===== src/rtl/uart_rx_ctrl_gen.sv =====
// uart_rx_ctrl_gen: parametrised UART receiver (majority sampling, parity, 1/2 stop bits, error pulses).
// Optional break detection is built when UART_RX_BREAK_DET_EN is defined.
module uart_rx_ctrl_gen #(
  parameter int DATA_W  = 8,
  parameter int PRESC_W = 6
) (
  input  logic               clk,
  input  logic               RST,
  input  logic               RX_IN,
  input  logic [PRESC_W-1:0] Prescale,
  input  logic               PAR_EN,
  input  logic               PAR_TYP,
  input  logic               STP2_EN,
  output logic [DATA_W-1:0]  P_DATA,
  output logic               data_valid,
  output logic               par_err,
  output logic               stp_err,
  output logic               break_det,
  output logic               busy
);
  localparam int BW = $clog2(DATA_W + 4);
  typedef enum logic [2:0] {IDLE, START, DATA, PARITY, STOP, BRK} state_t;
  state_t state, nxt;
  logic [PRESC_W-1:0] p, ec, h, dec_e;
  logic [BW-1:0] bc;
  logic [2:0] s;
  logic [DATA_W-1:0] sh;
  logic par_en, par_typ, stp2, par_bad, stp_bad;
  logic wrap, at_dec, s2, maj, last, done, fin_par, fin_stp, good, brk;
  assign h = p >> 1;
  // With P=4 there is no edge P/2+2, so decide on the last edge using the live third sample.
  assign dec_e = (p == PRESC_W'(4)) ? PRESC_W'(3) : h + PRESC_W'(2);
  assign wrap = ec == p - PRESC_W'(1);
  assign at_dec = ec == dec_e;
  assign s2 = (ec == h + PRESC_W'(1)) ? RX_IN : s[2];
  assign maj = (s[0] & s[1]) | (s[0] & s2) | (s[1] & s2);
  assign last = !stp2 || bc == BW'(DATA_W + 2) + BW'(par_en);
  assign done = state == STOP && at_dec && last;
  assign fin_stp = stp_bad | !maj;
  assign fin_par = par_en & par_bad;
  assign good = done & !fin_stp & !fin_par;
`ifdef UART_RX_BREAK_DET_EN
  logic par_bit, stp_one;
  assign brk = sh == '0 && !(par_en && par_bit) && !(stp_one || maj);
`else
  assign brk = 1'b0;
`endif
  always_ff @(posedge clk) begin
    if (RST) state <= IDLE;
    else state <= nxt;
  end
  always_comb begin
    nxt = state;
    case (state)
      IDLE:    nxt = !RX_IN ? START : IDLE;
      START:   nxt = (at_dec && maj) ? IDLE : wrap ? DATA : START;
      DATA:    nxt = (wrap && bc == BW'(DATA_W)) ? (par_en ? PARITY : STOP) : DATA;
      PARITY:  nxt = wrap ? STOP : PARITY;
      STOP:    nxt = done ? (brk ? BRK : IDLE) : STOP;
`ifdef UART_RX_BREAK_DET_EN
      BRK:     nxt = (at_dec && maj) ? IDLE : BRK;
`endif
      default: nxt = IDLE;
    endcase
  end
  always_comb busy = state != IDLE;
  always_ff @(posedge clk) begin
    if (RST) begin
      ec <= '0;
      bc <= '0;
      s <= '0;
      sh <= '0;
      p <= PRESC_W'(4);
      par_en <= 1'b0;
      par_typ <= 1'b0;
      stp2 <= 1'b0;
      par_bad <= 1'b0;
      stp_bad <= 1'b0;
      P_DATA <= '0;
      data_valid <= 1'b0;
      par_err <= 1'b0;
      stp_err <= 1'b0;
      break_det <= 1'b0;
`ifdef UART_RX_BREAK_DET_EN
      par_bit <= 1'b0;
      stp_one <= 1'b0;
`endif
    end else begin
      data_valid <= good;
      par_err <= done & fin_par & !brk;
      stp_err <= done & fin_stp & !brk;
      break_det <= done & brk;
      if (good) P_DATA <= sh;
      if (ec == h - PRESC_W'(1)) s[0] <= RX_IN;
      if (ec == h) s[1] <= RX_IN;
      if (ec == h + PRESC_W'(1)) s[2] <= RX_IN;
      if (state == IDLE) begin
        ec <= PRESC_W'(!RX_IN);
        bc <= '0;
        if (!RX_IN) begin
          p <= (Prescale < PRESC_W'(4)) ? PRESC_W'(4) : Prescale;
          par_en <= PAR_EN;
          par_typ <= PAR_TYP;
          stp2 <= STP2_EN;
          par_bad <= 1'b0;
          stp_bad <= 1'b0;
`ifdef UART_RX_BREAK_DET_EN
          par_bit <= 1'b0;
          stp_one <= 1'b0;
`endif
        end
      end else if (nxt == IDLE) begin
        ec <= '0;
        bc <= '0;
      end else begin
        ec <= wrap ? '0 : ec + PRESC_W'(1);
        if (wrap && state != BRK) bc <= bc + BW'(1);
      end
      // Right shift with MSB insertion leaves the first-received bit in the LSB.
      if (at_dec && state == DATA) sh <= {maj, sh[DATA_W-1:1]};
      if (at_dec && state == PARITY) par_bad <= maj != (^sh ^ par_typ);
      if (at_dec && state == STOP) stp_bad <= stp_bad | !maj;
`ifdef UART_RX_BREAK_DET_EN
      if (at_dec && state == PARITY) par_bit <= maj;
      if (at_dec && state == STOP) stp_one <= stp_one | maj;
`endif
    end
  end
endmodule


===== config.mk =====
export PLATFORM = sky130hd
export DESIGN_NAME = uart_rx_ctrl_gen
export DESIGN_NICKNAME = d
export VERILOG_FILES = /design/src/rtl/uart_rx_ctrl_gen.sv
export SDC_FILE = /design/constraint.sdc
export NUM_CORES = 1
export LEC_CHECK = 0
export ABC_AREA = 1
export ABC_CLOCK_PERIOD_IN_PS = 3800
export CAP_MARGIN = 20
export CORE_MARGIN = 2
export CORE_UTILIZATION = 40
export DETAILED_ROUTE_END_ITERATION = 6
export HOLD_SLACK_MARGIN = 0.02
export PLACE_DENSITY = 0.57
export SLEW_MARGIN = 40
export SYNTH_ARGS = -nofsm -noshare
export SYNTH_HDL_FRONTEND = slang
export SYNTH_SLANG_ARGS = --single-unit

===== constraint.sdc =====
create_clock -name clk -period 3.8 [get_ports clk]
set_input_delay 0.57 -clock clk [delete_from_list [all_inputs] [get_ports clk]]
set_output_delay 0.57 -clock clk [all_outputs]
set_load 0.005 [all_outputs]

Word-level counts from Yosys, hierarchy flattened. Index checks and enable logic that the tools add are counted.

Order comparisons: 1. Eq/ne operators: 16. Bitwise gates (word level): 13. Multiplexer cells: 18. $add $sub $neg: 7. Reductions and logical operators: 24.

Operators with widths (number): == test 6 bit (4); case mux 3 bit (5 select lines) (1); 2-to-1 mux 3 bit (4); 2-to-1 mux 6 bit (2); 2-to-1 mux 1 bit (9); AND 1 bit (8); parity 8 bit (1); logical AND 1 bit (7); adder 5 x 1 -> 6 bit (second input constant) (1); adder 5 x 2 -> 6 bit (second input constant) (1); adder 6 x 1 -> 6 bit (second input constant) (1); == test 3 x 2 -> 1 bit (second input constant) (2); == test 6 x 3 -> 1 bit (second input constant) (1); == test 6 x 5 -> 1 bit (1); logical NOT 3 bit (2); < comparator 6 x 3 -> 1 bit (second input constant) (1); AND reduction 2 bit (3); subtractor 5 x 1 -> 6 bit (second input constant) (1); subtractor 6 x 1 -> 6 bit (second input constant) (1); logical NOT 1 bit (5); adder 4 x 1 -> 4 bit (first input constant) (1); adder 4 x 1 -> 4 bit (second input constant) (1); == test 4 bit (1); == test 4 bit (second input constant) (1); other kinds (14) (19).

Output and inout bits: 13. Register bits: 46. Bits of input ports: 12.

Logic depth before layout (Yosys ltp).
Depth in word-level cells: 12. Depth in mapped cells: 20.

Worst setup path after synthesis. No wires, ideal clock.

Path kind: register -> register. Start: reg p[1]. End: reg ec[2]. Buffers on the path: 0. Required time: 3.683 ns. Arrival: 2.036 ns. Stages on the path, launching flop included: 17. Library setup time: 0.117 ns. Path slack: 1.647 ns. Path through: dfxtp_1 inv_1 ha_1 xnor2_1 nand2_1 nor2_1 nand2_1 nand2_1 nand3_2 nand2_2 nand2_1 nand2_1 nand2_1 nor2_2 nand2_2 nand3_4 nor2_2.

Cells in the longest elaborated chain, start to end: 11. Elaborated cells on any way between the ends: 25. Those cells by class: add/sub: 3; eq/ne: 4; mux: 8; bitwise: 4; reduce/logical: 6.

Ends and longest elaborated chain: from (decl) (line 24) `logic [PRESC_W-1:0] p, ec, h, dec_e;`; from (signal assigned) (line 101) `p <= (Prescale < PRESC_W'(4)) ? PRESC_W'(4) : Prescale;`; adder 5 x 1 -> 6 bit (line 35) `assign s2 = (ec == h + PRESC_W'(1)) ? RX_IN : s[2];`; == test 6 bit (line 35); 2-to-1 mux 1 bit; AND 1 bit (line 36) `assign maj = (s[0] & s[1]) | (s[0] & s2) | (s[1] & s2);`; OR 1 bit (2 in series) (line 36); logical AND 1 bit (line 56) `START: nxt = (at_dec && maj) ? IDLE : wrap ? DATA : START;`; 2-to-1 mux 2 bit (line 56); case mux 3 bit (5 select lines) (line 54) `case (state)`; logical NOT 3 bit (line 112) `end else if (nxt == IDLE) begin`; OR reduction 4 bit (no source line) *; to (signal assigned) (line 98) `ec <= PRESC_W'(!RX_IN);`; to (signal assigned) (line 116) `ec <= wrap ? '0 : ec + PRESC_W'(1);`; to (decl) (line 24).

Every way passes the cells marked *; elsewhere a longest branch is shown, timed or not. A chain may end at the register's enable or synchronous reset.

Worst setup path in the final report.
Start: reg p[2]. End: reg bc[1].

Cells in the longest elaborated chain, start to end: 11. Elaborated cells on any way between the ends: 26. Those cells by class: add/sub: 3; eq/ne: 4; mux: 8; bitwise: 4; reduce/logical: 7.

Ends and longest elaborated chain: adder 5 x 1 -> 6 bit (line 35); == test 6 bit (line 35); 2-to-1 mux 1 bit; AND 1 bit (line 36); OR 1 bit (2 in series) (line 36); logical AND 1 bit (line 56); 2-to-1 mux 2 bit (line 56); case mux 3 bit (5 select lines) (line 54); logical NOT 3 bit (line 112); OR reduction 3 bit (no source line); to (signal assigned) (line 117) `if (wrap && state != BRK) bc <= bc + BW'(1);`; to (decl) (line 25) `logic [BW-1:0] bc;`.

Parallel ways exist; a longest one is shown, timed or not.

==> reports/qor.yml <==
run_status: "completed"
yosys.area_share.xor_xnor: 0.0693
synth_fp_nets: 446
clock_latency_ns: 0.31
seqCellArea_um2: 921
rsz0062_at_grt: "false"
setup_tns_ns: 0
portBuffers: 23
total_power_mw: 1.09
yosys.area_share.simple: 0.342
critPathLaunchType: "register"
yosysSeqAreaShare: 0.317
drt-vias-per-instance: 4.74
final_cell_mix: "nand2_1 (94), inv_1 (47), dfxtp_1 (46)"
core_area_mm2: 0.00714
cts_tree: "yes"
hp-class: "reg -> reg"
synth_cell_types: 42
area_growth_pct: 13.3
synth.area.mux_share: 0
diodes: 0
avgSynthCellArea_um2: 6.89
min_to: "stp2"
cp-end-kind: "register"
cp_slowest_cell: "dfxtp_1"
die_w_um: 89.2
antenna_found_initial: 0
synth_top_area_cell: "dfxtp_1"
cts_buffer_depth: 2
max_freq_mhz: 388
p_leak_nw: 1.44
synth_top_family_by_area: "simple AND/OR/NAND/NOR gates"
crit_type: "reg -> reg"
drtIter0Drc: 109
hold_viol: 0
path_cells: "inv_2, ha_1, inv_1, nor3_4, nand3_1, nand2_1, nand2_1, nor2_4, inv_2, nand2_1, a21boi_2, nand2_1, nor2_2, nand2_2, nand3_2, nor2_1"
netlist_instances: 422
multiInputGateArea_mm2: 0.00169
place.gp.congestion: 0.867
htree_levels: 2
clkTransAtPathRegs_ns: 0.09
num_rows: 31
synthAdderAreaFrac: 0.0517
numCtsBuffers: 5
synth-compound-area-share: 0.118
ios: 25
ys.flop_type: "dfxtp_1"
hold_path_depth: 2
ctsRootBufferMaster: "clkbuf_8"
worst_pin_slew_ns: 0.775
worstHoldStart: "stp2"
r2r-end: "bc[1]"
avgRoutedWirePerCell_um: 12.8
dp_cells: 533
setup_viol: 0
cp_max_fo: 11
fin_worst_skew_ns: 0.0132
max_stage_delay_ns: 0.44
finalCritPeriodShare: 0.678
die-height_um: 89.2
ant_nets: 0
dieArea_mm2: 0.00796
critical_path.top_delay_family: "simple AND/OR/NAND/NOR gates"
drcViolationCount: 0
synth_top_cells_by_area: "dfxtp_1 (32%), nand2_1 (12%), inv_1 (6.1%)"
synth_top_area_frac: 0.317
grt_use_total: 0.193
reg2regPathDepth: 16
drive_gt1_frac: 0.113
dr_total_vias: 2564
grt_max_degree: 28
r2r_start: "p[2]"
nets: 465
mostFrequentLayoutCell: "nand2_1"
placed_area_mm2: 0.00320
period_needed_ns: 2.58
hold_buffers: 0
cts_num_sinks: 46
cts_setup_buffers: 0
cts-resized-gates: 0
stdcell_area_mm2: 0.00329
ir_drop_v: 0.000158
async_flop_share: 0
synth_edf_count: 0
dp_hpwl_mm: 5.34
routed_wl_mm: 6.90
required_ns: 3.99
path_buf_inv: 3
path_common_cell: "nand2_1"
initial_utilization: 0.407
drv_cap: 0
arrival_ns: 2.77
overflow: 0
regToRegSetupSlack_ns: 1.22
setup_slack_ns: 1.22
stdcell_count: 541
slew_viol_final: 0
pre_cts_ws_ns: 1.14
relSlewSlack: 0.483
grt_pass1_wl_mm: 11.9
final_util: 0.461
power_density_mw_per_mm2: 331
holdWs_ns: 0.459
n_fill_cell: 770
firstDrtPassIters: 4
yosys_warnings: 0
synth-seq-cells: 46
netlist_area_mm2: 0.00291
grt_pass1_vias: 2517
-- worst register-to-register path, delay by kind of cell, from the launching register on --
kind | cells | cell delay, ns
AO/OA/AOI/OAI | 1 | 0.17
adder cells (fa/ha/maj) | 1 | 0.28
buffers and inverters | 3 | 0.35
flip-flops | 1 | 0.44
AND/OR/NAND/NOR | 11 | 1.21
-- registers in the layout, summed over array words and instances (netlist names) --
name and cells:
par_en 1, par_typ 1, p 6, ec 6, par_bad 1, s 3
stp2 1, data_valid 1, stp_err 1, bc 4, par_err 1, sh 8
state 3, stp_bad 1, P_DATA 8
-- report_power, final --
part	internal (mW)	switching, mW
clock network	0.146	0.172
logic	0.0915	0.158
registers	0.497	0.0237
-- kinds of logic (layout without fill, tap and decap cells) --
family | Yosys count | in the layout
simple gates | 208 | 208
buf+inv | 71 | 91
compound gates | 61 | 61
flops | 46 | 46
xor+xnor | 23 | 23
fa+ha+maj | 12 | 12
other cells | 1 | 1
-- layer usage --
layer  vias up  routed length, um  track usage
met5         -                  0            0
met4         0                138       0.0651
met3        11                196       0.0286
met2        40               3290        0.327
met1      1138               3280        0.252
li1       1375                  -            -
-- how the worst max path moves through the flow --
stage	startpoint	to	slack, ns	cells past startpoint
after floorplan	p[1]	ec[2]	1.65	16
after global placement	RX_IN	bc[3]	1.17	10
after detailed placement	RX_IN	bc[2]	1.14	10
after CTS	p[1]	bc[1]	1.22	16
after global routing	p[1]	bc[1]	0.91	16
final	p[2]	bc[1]	1.22	16
-- synth_stat cells, types with 2 or more instances --
cell,count
nor3_1,7
nor3_2,3
a21oi_1,21
xnor2_1,9
clkbuf_1,3
nand4_1,4
nand2_1,94
xor2_1,14
nand2_2,7
nand3_2,2
buf_2,2
nor2_2,9
inv_1,47
nand3_1,26
o211ai_1,4
a31oi_1,3
o21ai_1,9
dfxtp_1,46
nor4_1,2
clkinv_1,2
a211oi_1,3
ha_1,12
inv_2,9
nor2_4,3
o21ai_0,17
nor2_1,45
buf_4,4
-- area by class of cell --
type                       instances  area share
tap                               99      0.0376
clock buffer                       6      0.0251
inverter                          59      0.0680
sequential                        46       0.280
multi-input combinational        305       0.513
clock inverter                     2     0.00380
timing repair buffer              24      0.0722
Power figures use the tool's default switching activity.
